## src/rtl/rej_ntt_sampler_pkg.sv

```systemverilog
// Shared definitions for the RejNTTPoly sampler.
// Holds the modulus, polynomial size, SHAKE128 rate geometry, the coefficient
// width and the sampler FSM state encoding.
package rej_ntt_sampler_pkg;

  localparam int unsigned Q          = 8380417;
  localparam int unsigned N_COEF     = 256;
  localparam int unsigned RATE_BYTES = 168;
  localparam int unsigned GROUPS     = RATE_BYTES / 3;   // 56 three-byte groups
  localparam int unsigned RATE_BITS  = RATE_BYTES * 8;   // 1344
  localparam int unsigned COEF_W     = 23;
  localparam int unsigned CNT_W      = 9;                // counts 0..256
  localparam int unsigned GRP_W      = 6;                // counts 0..56

  typedef enum logic [1:0] {
    IDLE     = 2'd0,
    WAIT_BLK = 2'd1,
    SAMPLE   = 2'd2,
    FINISH   = 2'd3
  } state_t;

endpackage

```

## src/rtl/rej_cand_check.sv

```systemverilog
// Candidate extraction and acceptance test for one three-byte group.
// Ports:
//   i_b0, i_b1, i_b2 : bytes 3g, 3g+1, 3g+2 of the current block
//   o_cand           : 23-bit candidate {b2[6:0], b1, b0}
//   o_accept         : high when the candidate is below the modulus
module rej_cand_check
  import rej_ntt_sampler_pkg::*;
(
  input  logic [7:0]        i_b0,
  input  logic [7:0]        i_b1,
  input  logic [7:0]        i_b2,
  output logic [COEF_W-1:0] o_cand,
  output logic              o_accept
);

  // The top bit of the third byte never contributes to the candidate.
  logic w_unused_msb;
  assign w_unused_msb = i_b2[7];

  assign o_cand   = {i_b2[6:0], i_b1, i_b0};
  assign o_accept = (o_cand < COEF_W'(Q));

endmodule

```

## src/rtl/rej_ntt_sampler.sv

```systemverilog
// RejNTTPoly rejection sampler: consumes SHAKE128 squeeze blocks and writes
// 256 coefficients mod q into a polynomial RAM.
// Ports:
//   clk, rst      : clock, asynchronous active-high reset
//   start         : one-cycle pulse to begin a new polynomial (ignored when busy)
//   keccak_state  : squeezed Keccak state; only the low 1344-bit rate is used
//   blk_valid     : keccak_state holds a fresh block
//   blk_ready     : sampler waiting for a block (transfer on valid && ready)
//   squeeze_req   : one-cycle request for the next squeeze block
//   coef_we       : write strobe for an accepted coefficient
//   coef_addr     : coefficient index 0..255
//   coef_data     : accepted coefficient (< q)
//   busy          : polynomial in progress
//   done          : one-cycle pulse after the final coefficient write
module rej_ntt_sampler
  import rej_ntt_sampler_pkg::*;
(
  input  logic                 clk,
  input  logic                 rst,
  input  logic                 start,
  input  logic [1599:0]        keccak_state,
  input  logic                 blk_valid,
  output logic                 blk_ready,
  output logic                 squeeze_req,
  output logic                 coef_we,
  output logic [7:0]           coef_addr,
  output logic [COEF_W-1:0]    coef_data,
  output logic                 busy,
  output logic                 done
);

  localparam logic [CNT_W-1:0] CNT_LAST = CNT_W'(N_COEF - 1);
  localparam logic [GRP_W-1:0] GRP_LAST = GRP_W'(GROUPS - 1);

  state_t               r_state;
  state_t               w_state_nxt;
  logic [RATE_BITS-1:0] r_blk;
  logic [GRP_W-1:0]     r_grp;
  logic [CNT_W-1:0]     r_cnt;
  logic                 r_we;
  logic [7:0]           r_addr;
  logic [COEF_W-1:0]    r_data;
  logic                 r_sq;
  logic                 r_busy;
  logic                 r_done;

  logic [COEF_W-1:0]    w_cand;
  logic                 w_accept;
  logic                 w_xfer;
  logic                 w_take;
  logic                 w_last_coef;
  logic                 w_last_grp;
  logic                 w_unused;

  // Capacity portion of the state is never sampled.
  assign w_unused = ^keccak_state[1599:RATE_BITS];

  // The block register shifts down one group per SAMPLE cycle, so the
  // current group always sits in the low 24 bits.
  rej_cand_check u_cand (
    .i_b0     (r_blk[7:0]),
    .i_b1     (r_blk[15:8]),
    .i_b2     (r_blk[23:16]),
    .o_cand   (w_cand),
    .o_accept (w_accept)
  );

  assign w_xfer      = (r_state == WAIT_BLK) && blk_valid;
  assign w_take      = (r_state == SAMPLE) && w_accept;
  assign w_last_coef = w_take && (r_cnt == CNT_LAST);
  assign w_last_grp  = (r_state == SAMPLE) && (r_grp == GRP_LAST);

  // State register
  always_ff @(posedge clk or posedge rst) begin
    if (rst) r_state <= IDLE;
    else     r_state <= w_state_nxt;
  end

  // Next-state logic and handshake output
  always_comb begin
    w_state_nxt = r_state;
    blk_ready   = 1'b0;
    case (r_state)
      IDLE:     if (start) w_state_nxt = WAIT_BLK;
      WAIT_BLK: begin
        blk_ready = 1'b1;
        if (blk_valid) w_state_nxt = SAMPLE;
      end
      // Finishing takes priority: a 256th accept on group 55 must not
      // request another block.
      SAMPLE: begin
        if (w_last_coef)     w_state_nxt = FINISH;
        else if (w_last_grp) w_state_nxt = WAIT_BLK;
      end
      FINISH:   w_state_nxt = IDLE;
      default:  w_state_nxt = IDLE;
    endcase
  end

  // Sampling datapath and registered outputs
  always_ff @(posedge clk or posedge rst) begin
    if (rst) begin
      r_blk  <= '0;
      r_grp  <= '0;
      r_cnt  <= '0;
      r_we   <= 1'b0;
      r_addr <= '0;
      r_data <= '0;
      r_sq   <= 1'b0;
      r_busy <= 1'b0;
      r_done <= 1'b0;
    end else begin
      r_we   <= w_take;
      r_sq   <= w_last_grp && !w_last_coef;
      // done follows the final write by one cycle, when FINISH is left.
      r_done <= (r_state == FINISH);

      if ((r_state == IDLE) && start) begin
        r_busy <= 1'b1;
        r_cnt  <= '0;
      end else if (r_state == FINISH) begin
        r_busy <= 1'b0;
      end

      if (w_take) begin
        r_addr <= r_cnt[7:0];
        r_data <= w_cand;
        r_cnt  <= r_cnt + CNT_W'(1);
      end

      if (w_xfer) begin
        r_blk <= keccak_state[RATE_BITS-1:0];
        r_grp <= '0;
      end else if (r_state == SAMPLE) begin
        r_blk <= r_blk >> 24;
        r_grp <= r_grp + GRP_W'(1);
      end
    end
  end

  assign coef_we     = r_we;
  assign coef_addr   = r_addr;
  assign coef_data   = r_data;
  assign squeeze_req = r_sq;
  assign busy        = r_busy;
  assign done        = r_done;

endmodule

```

## config.mk

```make
export PLATFORM = sky130hd
export DESIGN_NAME = rej_ntt_sampler
export DESIGN_NICKNAME = d
export VERILOG_FILES = /design/src/rtl/rej_ntt_sampler_pkg.sv /design/src/rtl/rej_cand_check.sv /design/src/rtl/rej_ntt_sampler.sv
export SDC_FILE = /design/constraint.sdc
export NUM_CORES = 2
export LEC_CHECK = 0
export CAP_MARGIN = 20
export CORE_AREA = 3 3 634 636
export DETAILED_ROUTE_END_ITERATION = 8
export DIE_AREA = 0 0 637 639
export GPL_ROUTABILITY_DRIVEN = 0
export GPL_TIMING_DRIVEN = 0
export PLACE_DENSITY = 0.36
export SYNTH_ARGS = -nofsm -noshare
export SYNTH_HDL_FRONTEND = slang
export SYNTH_SLANG_ARGS = --single-unit
```

## constraint.sdc

```tcl
create_clock -name clk -period 92.6 [get_ports clk]
set_clock_uncertainty 0.1 [all_clocks]
set_input_delay 13.89 -clock clk [delete_from_list [all_inputs] [get_ports clk]]
set_output_delay 13.89 -clock clk [all_outputs]
set_load 0.02 [all_outputs]
```

* Yosys cells after proc, flatten, opt, wreduce, memory -nomap -nowiden
Index checks and enable logic that the tools add are counted.
Word-level totals: register bits after elaboration 1396, bits in latches 0, RAM bits 0, ROM bits 0, logic and storage cells 47, memories kept 0
Cells by class: add/subtract/negate cells 2, $mul 0, divide/modulo/power cells 0, magnitude comparators 1, equality and inequality tests 8, shift operators 0, mux-type cells 14, bitwise logic cells 0, reduce and logical (&&, ||, !) cells 12
Operator list (count):
- 1344-bit 2-to-1 mux | 2
- 23-bit less-than comparator, second input constant | 1
- 9-bit 2-to-1 mux | 2
- 6-bit 2-to-1 mux | 2
- 9-bit by 1-bit adder with 9-bit output, second input constant | 1
- 9-bit by 8-bit == test with 1-bit output, second input constant | 1
- 2-bit 2-to-1 mux | 4
- 2-bit one-hot mux with 4 select lines | 1
- 6-bit by 1-bit adder with 6-bit output, second input constant | 1
- 6-bit == test, second input constant | 1
- 1-bit logical AND | 6
- 2-bit nonzero test | 3
- 2-bit == test, second input constant | 2
- 2-bit inequality test, second input constant | 2
- 1-bit 2-to-1 mux | 3
- 3-bit inequality test, second input constant | 1
- 3-bit AND reduction | 1
- 2-bit by 1-bit == test with 1-bit output, second input constant | 1
- 2-bit logical NOT | 1
- 1-bit logical NOT | 1

* Logic depth before layout (Yosys ltp)
depth after elaboration 5, gate-level depth with buffers 9, gate-level depth less buffers 6

* Cells and area by module
Synthesis repeated with hierarchy kept, for this count alone.
Second synthesis, totals: cells, all modules 6062, area total of the unflattened synthesis 59993.8 µm²
Modules (own cells, without submodules):
- rej_ntt_sampler | instances 1, cells an instance 6029, area an instance 59756.1 µm², seq. area each 34933.5 µm²
- rej_cand_check | instances 1, cells an instance 33, area an instance 237.7 µm², seq. area each 0.0 µm²

* Worst setup path before layout
No wires, ideal clock.
kind input to register, start input port blk_valid, end register r_blk[574], setup time 0.124 ns, arrival time 14.863 ns, slack 77.513 ns, stages on the path 7, path through and3b_1 -> buf_2 -> buf_2 -> buf_2 -> buf_2 -> a22oi_1 -> nand2_1
On the way: word-level cells in the longest chain between the ends 2, elaborated cells on any way between the ends 3, those cells by class mux (1); reduce/logical (2)
Ends and longest elaborated chain:
- from (decl) | RTL line rej_ntt_sampler.sv:22 | input logic blk_valid,
- 1-bit logical AND (*) | RTL line rej_ntt_sampler.sv:68 | assign w_xfer = (r_state == WAIT_BLK) && blk_valid;
- 1344-bit 2-to-1 mux / 2-bit nonzero test (equally long branches)
- to (signal assigned) | RTL line rej_ntt_sampler.sv:132 | r_blk <= keccak_state[RATE_BITS-1:0];
- to (signal assigned) | RTL line rej_ntt_sampler.sv:135 | r_blk <= r_blk >> 24;
- to (decl) | RTL line rej_ntt_sampler.sv:37 | logic [RATE_BITS-1:0] r_blk;
Every way passes the cells marked *; elsewhere a longest branch is shown, timed or not. A chain may end at the register's enable or synchronous reset.

==> impl_results.md <==
* Status: complete, no violations
* Critical Path End Type: async pin
* CP max FO at 113
* Max_cap viols at 0
* 1st-iter DRT viols at 3661
* DRT Wirelength at 335000 µm
* Drt first pass iters at 5
* Antenna Nets Post-Route at 0
* IR drop worst, VDD at 14.6 µV
* First-pass GRT wire length at 454000 µm
* Crit path required time at roughly 93 ns
* Final number of setup-violating endpoints at 0
* Sw Ratio at 41.1%
* Fin. Hold Viols at 0
* Worst path max stage delay at 0.49 ns
* Synth Flop Type: dfrtp_1
* Worst-margin pin slew at 1.27 ns
* Sequential share of the synthesized area at 60.0%
* Clock buffer depth at 4
* Async set-reset flop share out of synthesis at 100%
* Ratio of cells with drive above 1 in the final layout at around 7.7%
* CTS Sinks at 1340
* Peak Freq at 56.3 MHz
* Post-synth top area cell: dfrtp_1
* # DRC at 0
* Top cell type's share of synthesized area at between 60% and 70%
* Leak Pwr at 37.6 nW
* Total net switching power at 1.13 mW
* Unique cell type count in the Yosys netlist at 42
* Starting Density at 14.1%
* TritonCTS Buffers at 181
* Vias in the first global route at 53600
* Top cell by count, worst path: buf_16
* # nets final at about 8900
* Gr ovfl total at 0
* Synth area leaders: dfrtp_1 (60%), nand2_1 (17%), a22oi_1 (17%)
* Die span in x at 637 µm
* Clock latency on the worst-skew pair at roughly 0.86 ns
* Count leader, synth: nand2_1
* Syn Std Cell Area at 0.0559 mm²
* Hold crit path type: reg -> reg
* Die Ht at 639 µm
* Setup bufs post-CTS at 0
* Number of flops mapped to enable cells by yosys at 0
* Ports at about 1600
* WL/cell at around 26 µm
* Setup TNS at 0 ns
* Hold buffer count at CTS at 0
* Row cnt at 231
* P_int at 1.62 mW
* CTS clk-pin slew, worst paths at roughly 0.05 ns
* PD cells at ~33 mW/mm²
* Synthesized flop and latch total at 1340
* Overall Global Routing Usage at between 15 and 20%
* CTS-repair resized insts at 0
* H-tree depth at 4
* Vias at 51000
* Vias/cell at 3.99
* Post-synthesis cell count at 5794
* Buffers added on ports at 1327
* Crit path launch type: primary input
* Synth top cells by count: nand2_1 (2591), dfrtp_1 (1340), a22oi_1 (1242), buf_2 (239), clkbuf_1 (177)
* Core region area at 0.396 mm²
* Critical path type: in -> async
* Mean Syn Cell Area at 9.64 µm²
* Critical path arrival at 18.57 ns
* Max-slew headroom at roughly 15%
* Area growth from synthesis to layout at 47.6%
* Sequential power share at 39.2%
* DP Wirelength at 274000 µm
* Synthesized Nets at 7401
* Initial antenna violation count at 235
* Combinational Power Share at 34.0%
* Max-slew violations at 0
* Power share of the clock group at a little over a quarter
* Root Driver: clkbuf_16
* Critical path's slowest cell: clkdlybuf4s50_1
* Largest net degree at the start of global routing at 127
* Minimum clock period at 17.77 ns
* Die Footprint at 0.407 mm²
* RSZ-0062 raised after global routing: false
* Tcrit/Tclk final at 19.2%
* Critical-path cell list: clkdlybuf4s50_1 -> inv_8 -> buf_16 -> buf_16 -> buf_16 -> buf_16 -> buf_16 -> buf_16 -> buf_16
* Final core occ at 20.8%
* YS warnings at 0
* TritonCTS clock tree: built
## final timing paths
kind | from | end | slack (ns) | depth (start not counted)
worst max-delay path | rst | r_blk[275]$_DFFE_PP0P_ | 74.83 | 9
worst min-delay path | r_blk[35]$_DFFE_PP0P_ | r_blk[35]$_DFFE_PP0P_ | 0.37 | 2
worst max register to register | r_state[1]$_DFFE_PP0P_ | r_blk[721]$_DFFE_PP0P_ | 88.59 | 9
worst min register to register | r_blk[35]$_DFFE_PP0P_ | r_blk[35]$_DFFE_PP0P_ | 0.37 | 2
max in group clk | blk_valid | r_blk[721]$_DFFE_PP0P_ | 75.92 | 8
min in group asynchronous | rst | r_blk[728]$_DFFE_PP0P_ | 13.44 | 2
## final cells by class
cell class                      instances  area [µm²]
Inverter                                5        26.3
Buffer                                440        1980
Sequential cell                      1340       33500
Clock buffer                          260        5270
Tap cell                             5242        6560
Fill cell                           43400      314000
Antenna cell                           93         233
Clock inverter                         63         870
Timing Repair Buffer                 1341       13600
Multi-Input combinational cell       4009       20400
## flip-flops by register name, summed over array words and instances, names as in the netlist
register,flops
r_cnt,9
busy,1
squeeze_req,1
done,1
coef_addr,8
coef_we,1
r_blk,1288
r_state,2
r_grp,6
coef_data,23
## worst max-delay path, delay by kind of cell
family	cells	cell delay, ns
buffers and inverters	9	3.91
## placed cells by master (no fill, tap or decap), types with 6 or more instances in the layout
| cell type | Yosys | routed |
|---|---|---|
| bufinv_16 | 0 | 15 |
| clkbuf_8 | 0 | 36 |
| nand4_1 | 6 | 6 |
| buf_1 | 20 | 20 |
| nand2_1 | 2591 | 2591 |
| mux2_4 | 20 | 20 |
| clkbuf_1 | 177 | 216 |
| clkinvlp_4 | 0 | 8 |
| diode_2 | 0 | 93 |
| clkbuf_16 | 0 | 185 |
| a31oi_1 | 25 | 25 |
| mux2_2 | 11 | 11 |
| buf_16 | 0 | 12 |
| o21ai_0 | 31 | 31 |
| inv_6 | 0 | 6 |
| clkinv_2 | 0 | 22 |
| dfrtp_1 | 1340 | 1340 |
| buf_2 | 239 | 240 |
| a22oi_1 | 1242 | 1242 |
| clkdlybuf4s50_1 | 0 | 1327 |
| nor2_1 | 29 | 29 |
## metal layers
layer | routed length (µm) | share of wire, % | global-route usage (%) | vias up
met5 | 1120 | 0.33 | 0 | -
met4 | 10800 | 3.2 | 5.08 | 170
met3 | 24500 | 7.3 | 4.89 | 625
met2 | 173000 | 51 | 28.9 | 1689
met1 | 126000 | 38 | 17.5 | 25400
li1 | - | - | - | 23200
## power by group through the flow
stage / sequential (mW) / combinational [mW] / clock [mW]
after detailed placement: 1.10 / 0.956 / 0
final: 1.08 / 0.935 / 0.737
after CTS: 1.09 / 0.962 / 0.766
after floorplan: 0.986 / 0.572 / 0
after global placement: 1.10 / 0.941 / 0
after global routing: 1.11 / 1.06 / 0.785
## per-stage QoR
stage	hold slack (ns)	setup slack, ns	cells	area [µm²]	total power [mW]
after floorplan	0.347	40.83	5794	55900	1.56
after global placement	0.358	20.05	12400	75700	2.04
after detailed placement	0.363	73.61	12400	76100	2.05
after CTS	0.377	74.57	12700	82200	2.82
after global routing	0.390	74.12	12700	82300	2.95
final	0.371	74.83	12800	82500	2.75
## kinds of logic (layout without fill, tap and decap cells)
kind of cell / count (synthesis) / in the layout / synth area share [%]
compound gates: 1315 / 1315 / 17.5
xor+xnor: 3 / 3 / 0.0470
fa+ha+maj: 3 / 3 / 0.0672
buf+inv: 445 / 2109 / 3.57
flops: 1340 / 1340 / 60.0
mux: 34 / 34 / 0.815
other cells: 0 / 93 / 0
simple gates: 2654 / 2654 / 18.0
Note: power is estimated with default switching activity, not from simulation.
